### config.mk
export PLATFORM = sky130hd
export DESIGN_NAME = decode_execute_stage
export DESIGN_NICKNAME = d
export VERILOG_FILES = /design/src/rtl/pipeline_pkg.sv /design/src/rtl/operand_bypass_mux.sv /design/src/rtl/decode_execute_stage.sv
export SDC_FILE = /design/constraint.sdc
export NUM_CORES = 1
export LEC_CHECK = 0
export ABC_CLOCK_PERIOD_IN_PS = 3700
export BUFFER_PORTS_ARGS = -buffer_cell sky130_fd_sc_hd__buf_2
export CAP_MARGIN = 20
export CORE_AREA = 2 2 91 93
export CTS_BUF_LIST = sky130_fd_sc_hd__clkbuf_16
export CTS_CLUSTER_DIAMETER = 80
export CTS_CLUSTER_SIZE = 14
export DETAILED_ROUTE_END_ITERATION = 8
export DIE_AREA = 0 0 93 95
export PLACE_DENSITY_LB_ADDON = 0.15
export SETUP_SLACK_MARGIN = 0.02
export SYNTH_ARGS = -nofsm -noshare
export SYNTH_HDL_FRONTEND = slang
export SYNTH_SLANG_ARGS = --single-unit
### constraint.sdc
create_clock -name clk -period 3.7 [get_ports clk]
set_input_delay 0.74 -clock clk [delete_from_list [all_inputs] [get_ports clk]]
set_output_delay 0.74 -clock clk [all_outputs]
set_load 0.05 [all_outputs]
### src/rtl/pipeline_pkg.sv
// Shared definitions for the ID/EX pipeline slice.
//   W_DEFAULT      default datapath width (matches registerFile)
//   REG_ADDR_W     register address width
//   PC_REG         architectural PC register, never bypassed or matched
//   CTRL_W_DEFAULT default width of the opaque decode control bundle
//   CNT_W_DEFAULT  default width of the bubble counter
//   byp_sel_e      operand source selection used by operand_bypass_mux
package pipeline_pkg;

  localparam int W_DEFAULT      = 16;
  localparam int REG_ADDR_W     = 4;
  localparam int CTRL_W_DEFAULT = 8;
  localparam int CNT_W_DEFAULT  = 16;

  localparam logic [REG_ADDR_W-1:0] PC_REG = 4'd15;

  typedef enum logic [1:0] {
    BYP_RF  = 2'd0,
    BYP_EX  = 2'd1,
    BYP_MEM = 2'd2,
    BYP_WB  = 2'd3
  } byp_sel_e;

endpackage

### src/rtl/operand_bypass_mux.sv
// Resolves one source operand: picks the newest in-flight producer of src
// (EX, then MEM, then WB) over the stale register-file value. The PC
// register always comes from the register file.
// Ports:
//   src                     source register address
//   rf_val                  register-file read data for src
//   ex_en/ex_dst/ex_val     EX-stage producer (caller masks loads out of ex_en)
//   mem_en/mem_dst/mem_val  MEM-stage producer
//   wb_en/wb_dst/wb_val     write-back producer
//   operand                 resolved operand
module operand_bypass_mux
  import pipeline_pkg::*;
#(
  parameter int W = W_DEFAULT
) (
  input  logic [REG_ADDR_W-1:0] src,
  input  logic [W-1:0]          rf_val,
  input  logic                  ex_en,
  input  logic [REG_ADDR_W-1:0] ex_dst,
  input  logic [W-1:0]          ex_val,
  input  logic                  mem_en,
  input  logic [REG_ADDR_W-1:0] mem_dst,
  input  logic [W-1:0]          mem_val,
  input  logic                  wb_en,
  input  logic [REG_ADDR_W-1:0] wb_dst,
  input  logic [W-1:0]          wb_val,
  output logic [W-1:0]          operand
);

  byp_sel_e sel_s;

  // Pick the youngest matching producer; a PC source short-circuits to the
  // register file, which also means a destination of PC can never match.
  always_comb begin
    sel_s = BYP_RF;
    if (src == PC_REG) begin
      sel_s = BYP_RF;
    end else if (ex_en && (ex_dst == src)) begin
      sel_s = BYP_EX;
    end else if (mem_en && (mem_dst == src)) begin
      sel_s = BYP_MEM;
    end else if (wb_en && (wb_dst == src)) begin
      sel_s = BYP_WB;
    end else begin
      sel_s = BYP_RF;
    end
  end

  // Operand data mux driven by the selection above.
  always_comb begin
    operand = rf_val;
    case (sel_s)
      BYP_RF:  operand = rf_val;
      BYP_EX:  operand = ex_val;
      BYP_MEM: operand = mem_val;
      BYP_WB:  operand = wb_val;
      default: operand = rf_val;
    endcase
  end

endmodule

### src/rtl/decode_execute_stage.sv
// ID/EX pipeline register. Captures register-file reads (with EX/MEM/WB
// bypass) and decode control, inserts a bubble on load-use hazards, honours
// downstream hold and branch flush, and counts load-use bubbles (saturating).
// Ports:
//   clk, reset                      rising-edge clock, synchronous active-high reset
//   dec_*                           decoded instruction from IF/ID
//   rf_out0/1                       combinational register-file read data
//   ex_result                       ALU result of the instruction held in EX
//   mem_wr_en/mem_dst/mem_result    MEM-stage write-back candidate
//   wb_wr_en/wb_dst/wb_data         register-file write this cycle
//   hold, flush                     downstream freeze / branch kill
//   dec_stall                       upstream must re-present the same instruction
//   ex_*                            EX-stage register contents
//   bubble_cnt                      load-use bubble count, saturating
module decode_execute_stage
  import pipeline_pkg::*;
#(
  parameter int W      = W_DEFAULT,
  parameter int CTRL_W = CTRL_W_DEFAULT,
  parameter int CNT_W  = CNT_W_DEFAULT
) (
  input  logic                  clk,
  input  logic                  reset,
  input  logic                  dec_valid,
  input  logic [REG_ADDR_W-1:0] dec_src0,
  input  logic [REG_ADDR_W-1:0] dec_src1,
  input  logic                  dec_use0,
  input  logic                  dec_use1,
  input  logic [REG_ADDR_W-1:0] dec_dst,
  input  logic                  dec_wr_en,
  input  logic                  dec_is_load,
  input  logic [CTRL_W-1:0]     dec_ctrl,
  input  logic [W-1:0]          rf_out0,
  input  logic [W-1:0]          rf_out1,
  input  logic [W-1:0]          ex_result,
  input  logic                  mem_wr_en,
  input  logic [REG_ADDR_W-1:0] mem_dst,
  input  logic [W-1:0]          mem_result,
  input  logic                  wb_wr_en,
  input  logic [REG_ADDR_W-1:0] wb_dst,
  input  logic [W-1:0]          wb_data,
  input  logic                  hold,
  input  logic                  flush,
  output logic                  dec_stall,
  output logic                  ex_valid,
  output logic [W-1:0]          ex_op0,
  output logic [W-1:0]          ex_op1,
  output logic [REG_ADDR_W-1:0] ex_dst,
  output logic                  ex_wr_en,
  output logic                  ex_is_load,
  output logic [CTRL_W-1:0]     ex_ctrl,
  output logic [CNT_W-1:0]      bubble_cnt
);

  logic                  ex_valid_r;
  logic [W-1:0]          ex_op0_r;
  logic [W-1:0]          ex_op1_r;
  logic [REG_ADDR_W-1:0] ex_dst_r;
  logic                  ex_wr_en_r;
  logic                  ex_is_load_r;
  logic [CTRL_W-1:0]     ex_ctrl_r;
  logic [CNT_W-1:0]      bubble_cnt_r;

  logic                  ex_byp_en_s;
  logic                  load_use_s;
  logic [W-1:0]          op0_s;
  logic [W-1:0]          op1_s;

  // A load's data is not available from EX, so only non-loads forward from there.
  assign ex_byp_en_s = ex_valid_r & ex_wr_en_r & ~ex_is_load_r;

  operand_bypass_mux #(.W(W)) u_byp0 (
    .src     (dec_src0),
    .rf_val  (rf_out0),
    .ex_en   (ex_byp_en_s),
    .ex_dst  (ex_dst_r),
    .ex_val  (ex_result),
    .mem_en  (mem_wr_en),
    .mem_dst (mem_dst),
    .mem_val (mem_result),
    .wb_en   (wb_wr_en),
    .wb_dst  (wb_dst),
    .wb_val  (wb_data),
    .operand (op0_s)
  );

  operand_bypass_mux #(.W(W)) u_byp1 (
    .src     (dec_src1),
    .rf_val  (rf_out1),
    .ex_en   (ex_byp_en_s),
    .ex_dst  (ex_dst_r),
    .ex_val  (ex_result),
    .mem_en  (mem_wr_en),
    .mem_dst (mem_dst),
    .mem_val (mem_result),
    .wb_en   (wb_wr_en),
    .wb_dst  (wb_dst),
    .wb_val  (wb_data),
    .operand (op1_s)
  );

  // Load-use hazard: decode reads a register the load in EX has not produced yet.
  always_comb begin
    load_use_s = 1'b0;
    if (dec_valid && ex_valid_r && ex_is_load_r && ex_wr_en_r && (ex_dst_r != PC_REG)) begin
      load_use_s = (dec_use0 && (dec_src0 == ex_dst_r)) ||
                   (dec_use1 && (dec_src1 == ex_dst_r));
    end else begin
      load_use_s = 1'b0;
    end
  end

  // A flush kills the decode instruction, so a hazard on it need not stall.
  assign dec_stall = hold | (load_use_s & ~flush);

  // EX register and bubble counter: reset > flush > hold > load-use bubble > capture.
  always_ff @(posedge clk) begin
    if (reset) begin
      ex_valid_r   <= 1'b0;
      ex_op0_r     <= {W{1'b0}};
      ex_op1_r     <= {W{1'b0}};
      ex_dst_r     <= {REG_ADDR_W{1'b0}};
      ex_wr_en_r   <= 1'b0;
      ex_is_load_r <= 1'b0;
      ex_ctrl_r    <= {CTRL_W{1'b0}};
      bubble_cnt_r <= {CNT_W{1'b0}};
    end else if (flush) begin
      ex_valid_r   <= 1'b0;
      ex_wr_en_r   <= 1'b0;
      ex_is_load_r <= 1'b0;
    end else if (hold) begin
      // Frozen: operands keep their captured values, no re-resolve.
      ex_valid_r   <= ex_valid_r;
    end else if (load_use_s) begin
      ex_valid_r   <= 1'b0;
      ex_wr_en_r   <= 1'b0;
      ex_is_load_r <= 1'b0;
      if (bubble_cnt_r != {CNT_W{1'b1}}) begin
        bubble_cnt_r <= bubble_cnt_r + {{(CNT_W-1){1'b0}}, 1'b1};
      end
    end else begin
      ex_valid_r   <= dec_valid;
      ex_op0_r     <= op0_s;
      ex_op1_r     <= op1_s;
      ex_dst_r     <= dec_dst;
      ex_wr_en_r   <= dec_valid & dec_wr_en;
      ex_is_load_r <= dec_valid & dec_is_load;
      ex_ctrl_r    <= dec_ctrl;
    end
  end

  assign ex_valid   = ex_valid_r;
  assign ex_op0     = ex_op0_r;
  assign ex_op1     = ex_op1_r;
  assign ex_dst     = ex_dst_r;
  assign ex_wr_en   = ex_wr_en_r;
  assign ex_is_load = ex_is_load_r;
  assign ex_ctrl    = ex_ctrl_r;
  assign bubble_cnt = bubble_cnt_r;

endmodule

* Word level (Yosys, flattened, before mapping)
Cells that the tools add are included.
Operators by class: add/subtract/negate cells 1, eq/ne operators 18, mux-type cells 14, bitwise gates (word level) 10, reductions and logical operators 18
Operator list (count):
- 16-bit case mux with 4 select lines | 2
- 4-bit equality test | 8
- 16-bit by 1-bit adder with 16-bit output, second input constant | 1
- 2-bit 2-to-1 mux | 8
- 16-bit inequality test, second input constant | 1
- 1-bit logical AND | 12
- 2-bit equality test, second input constant | 4
- 4-bit equality test, second input constant | 2
- 1-bit AND | 5
- 2-bit by 1-bit equality test with 1-bit output, second input constant | 2
- 2-bit logical NOT | 2
- 1-bit 2-to-1 mux | 4
- 4-bit inequality test, second input constant | 1
- 1-bit NOT | 4
- 4-bit AND reduction | 1
- 3-bit AND reduction | 1
- 2-bit OR reduction | 1
- 1-bit logical OR | 1
- 1-bit bitwise OR | 1
Storage, ports and cells: flip-flop bits (word level) 63, bits of input ports 119, output and inout bits 64, logic and storage cells 69

* Longest topological paths before layout
depth in word-level cells 8, mapped depth 8, mapped depth without buffers 6

* Modules after synthesis
From an unflattened synthesis, not the netlist that was laid out.
Unflattened totals: cells, all modules 689, area, all modules 4784.6 um^2
By module, submodules not included:
- decode_execute_stage | times used 1, cells an instance 319, area each 2549.9 um^2, sequential area each 1261.2 um^2
- operand_bypass_mux | times used 2, cells an instance 185, area each 1117.3 um^2, sequential area each 0.0 um^2

* Worst setup path before layout
OpenSTA, ideal clock, no wires.
path kind input -> output, from input dec_src1[1], to output dec_stall, arrival time 2867 ps, required time 2960 ps, path slack 93 ps, stages 6, buffers on the path 1, cells stage by stage xor2_1 -> nor4_4 -> a22oi_2 -> or2_1 -> clkbuf_1 -> o21ai_0
Between the ends: cells in the longest elaborated chain, start to end 6
RTL lines:
- from (decl) | RTL line decode_execute_stage.sv:26 | input logic [REG_ADDR_W-1:0] dec_src1,
- 4-bit equality test | RTL line decode_execute_stage.sv:107 | (dec_use1 && (dec_src1 == ex_dst_r));
- 1-bit logical AND | RTL line decode_execute_stage.sv:107
- 1-bit logical OR | RTL line decode_execute_stage.sv:106 | load_use_s = (dec_use0 && (dec_src0 == ex_dst_r)) ||
- 1-bit 2-to-1 mux | RTL line decode_execute_stage.sv:105 | if (dec_valid && ex_valid_r && ex_is_load_r && ex_wr_en_r && (ex_dst_r != PC_REG)) begin
- 1-bit AND | RTL line decode_execute_stage.sv:114 | assign dec_stall = hold | (load_use_s & ~flush);
- 1-bit bitwise OR | RTL line decode_execute_stage.sv:114
- to (decl) | RTL line decode_execute_stage.sv:44 | output logic dec_stall,
Every way passes these cells.

* Worst setup path in the final report
Ends and elaborated chain as after synthesis.

==> results.json <==
{
  "outcome": "complete, no violations",
  "async_flop_share_pct": 0,
  "yosys_most_used_dff": "dfxtp_1",
  "ctsHoldBuffers": 0,
  "vias": 4558,
  "totalWireLength_mm": 13.5,
  "design_area_sq_um": 5150,
  "clk_latency_ns": 0.33,
  "setup_ws_ns": 0.602,
  "drt-vias-per-instance": 5.91,
  "ys_ff_latch": 63,
  "finClkSkew_ns": 0.00489,
  "ir_worst_vdd_uv": 288,
  "power_mw": 1.95,
  "drc_errors": 0,
  "dieArea_sq_um": 8840,
  "postCtsSetupRepairBufs": 0,
  "grt_pass1_wl_mm": 21.2,
  "yosys_warnings": 0,
  "antenna_found_initial": 1,
  "dpl_cell_area_sq_um": 4860,
  "rows": 33,
  "syn_nets": 613,
  "finalSetupViolCount": 0,
  "relSlewSlack_pct": 32.8,
  "syn_to_final_growth_pct": 33.2,
  "wl_per_cell_microns": 17.6,
  "synth_top_area_cell": "dfxtp_1",
  "finalMaxSlewViolations": 0,
  "core_area_sq_um": 7930,
  "ctsResizeCount": 0,
  "cts.sinks": 63,
  "fin_crit_sh_pct": 83.7,
  "fp.dieH_microns": 95,
  "grt_max_degree": 38,
  "ys_seq_area_share_pct": 32.6,
  "synth_area_leaders": "dfxtp_1, nand2_1, a21oi_1",
  "syn_area_sq_um": 3870,
  "final.setup.tns_ns": 0,
  "syn_avg_cell_area_sq_um": 7.85,
  "finalCriticalPeriod_ns": 3.10,
  "h-tree-depth": 3,
  "pre_cts_slack_ns": 0.584,
  "tightest_slew_ns": 1.00,
  "synth_top_area_share_pct": 32.6,
  "path_clk_slew_ns": 0.06,
  "min_path_type": "flop to flop",
  "cap_violations": 0,
  "stdcell_count": 771,
  "hold_violations": 0,
  "clock_path_buffers": 2,
  "cts_tree": "done",
  "grtUsageTotal_pct": 30.5,
  "fin_nets": 781,
  "clockRootBuffer": "clkbuf_16",
  "synth-edff-count": 0,
  "drt-initial-drc-count": 239,
  "pin_count": 183,
  "power_leakage_nw": 2.25,
  "antenna_cells": 0,
  "drtPass1Iterations": 5,
  "syn_inst": 493,
  "fp.dieW_microns": 93,
  "dp_cells": 755,
  "drive_above_1_share_pct": 34.1,
  "synth_cell_types": 56,
  "start_kind": "primary input",
  "ant_nets": 0,
  "place.detailed.hpwl_mm": 10.4,
  "fillCellCount": 726,
  "p_per_area_nw_per_um2": 378,
  "cts_buffers": 9,
  "gr-total-overflow": 0,
  "rsz0062_at_grt": "no",
  "grt_pass1_vias": 4323,
  "routabilityCongestion": 0.979,
  "cp_max_fo": 7,
  "worstPathArrival_ns": 2.36,
  "fmax_mhz": 323,
  "setup.worst_path.class": "primary input to primary output",
  "cp-end-kind": "primary output",
  "numPortBuffers": 182,
  "start_util_pct": 48.8,
  "worstPathRequired_ns": 2.96
}
## flip-flops by register name, summed over array words and instances (netlist names)
name and count:
ex_ctrl 8, ex_dst 4, ex_wr_en 1, ex_valid 1
ex_op0 16, ex_is_load 1, ex_op1 16, bubble_cnt 16
## synth_stat cells, types with 7 or more instances
cell type   n
xnor2_1    11
o21ai_0    21
a21oi_1    37
nor2_1     47
nor4_1      8
nand4_1     8
nor3_1      8
clkbuf_1   33
a221oi_1   15
xor2_1     17
a211oi_1   13
nand3b_1   13
and2_1     12
a31o_2      8
dfxtp_1    63
nand2_1    61
nand3_1    13
and3_1      7
o221ai_1   10
## critical path, cell delays in order
cell	delay, ns
buf_2	0.14
xor2_1	0.17
nor4_4	0.33
a22oi_2	0.21
or2_1	0.33
o21ai_0	0.15
buf_2	0.28
## cells in the final DEF (no fill, tap or decap), types with 9 or more instances in the layout
master	synthesis	layout
buf_4	0	10
a211oi_1	13	13
o221ai_1	10	10
xnor2_1	11	11
and2_1	12	12
o21ai_0	21	21
xor2_1	17	17
a221oi_1	15	15
nor2_1	47	47
nand3_1	13	13
a21oi_1	37	37
dfxtp_1	63	63
clkbuf_16	0	9
buf_2	1	182
nand3b_1	13	13
nand2_1	61	61
## per-layer routing
metal  global-route usage (%)  vias up  wire length (microns)
li1                         -     2187                      -
met1                     34.9     2124                   5190
met2                     55.0      222                   6840
met3                     8.22       23                   1260
met4                     10.7        2                    238
met5                        0        -                     11
## metrics by stage
| stage | util [%] | hold WS, ns |
|---|---|---|
| finish | 65.0 | 0.451 |
| global route | 65.0 | 0.468 |
| CTS | 65.0 | 0.453 |
| detailed placement | 61.4 | 0.446 |
| global placement | 61.4 | 0.441 |
| floorplan | - | 0.675 |
## logic make-up after synthesis
kind of cell | Yosys count | share of synthesized area (%)
simple gates | 204 | 27.8
compound gates | 150 | 27.2
flops | 63 | 32.6
buf+inv | 41 | 4.01
xor+xnor | 28 | 6.34
mux | 6 | 1.71
fa+ha+maj | 1 | 0.323
## area by class of cell
class	count	area [sq um]	area share [%]
clock buffers	9	225	4.37
flip-flops and latches	63	1260	24.5
multi-input cells	389	2460	47.8
clock inverters	7	65.1	1.26
well taps	105	131	2.55
inverters	6	22.5	0.437
repair buffers	192	986	19.1
## worst paths after layout
kind | slack (ns) | to | startpoint | cells after the start
worst max-delay path | 0.60 | dec_stall | dec_src1[1] | 7
worst min-delay path | 0.45 | ex_op1[12] | ex_op1[12] | 2
worst max register to register | 1.00 | ex_op1[6] | ex_dst[3] | 6
worst min register to register | 0.45 | ex_op1[12] | ex_op1[12] | 2
## where the power goes
| part | internal [mW] | switching [mW] |
|---|---|---|
| Combinational | 0.133 | 0.262 |
| Sequential | 0.707 | 0.0156 |
| Clock | 0.516 | 0.315 |
| Total | 1.36 | 0.592 |
Power figures use the tool's default switching activity.
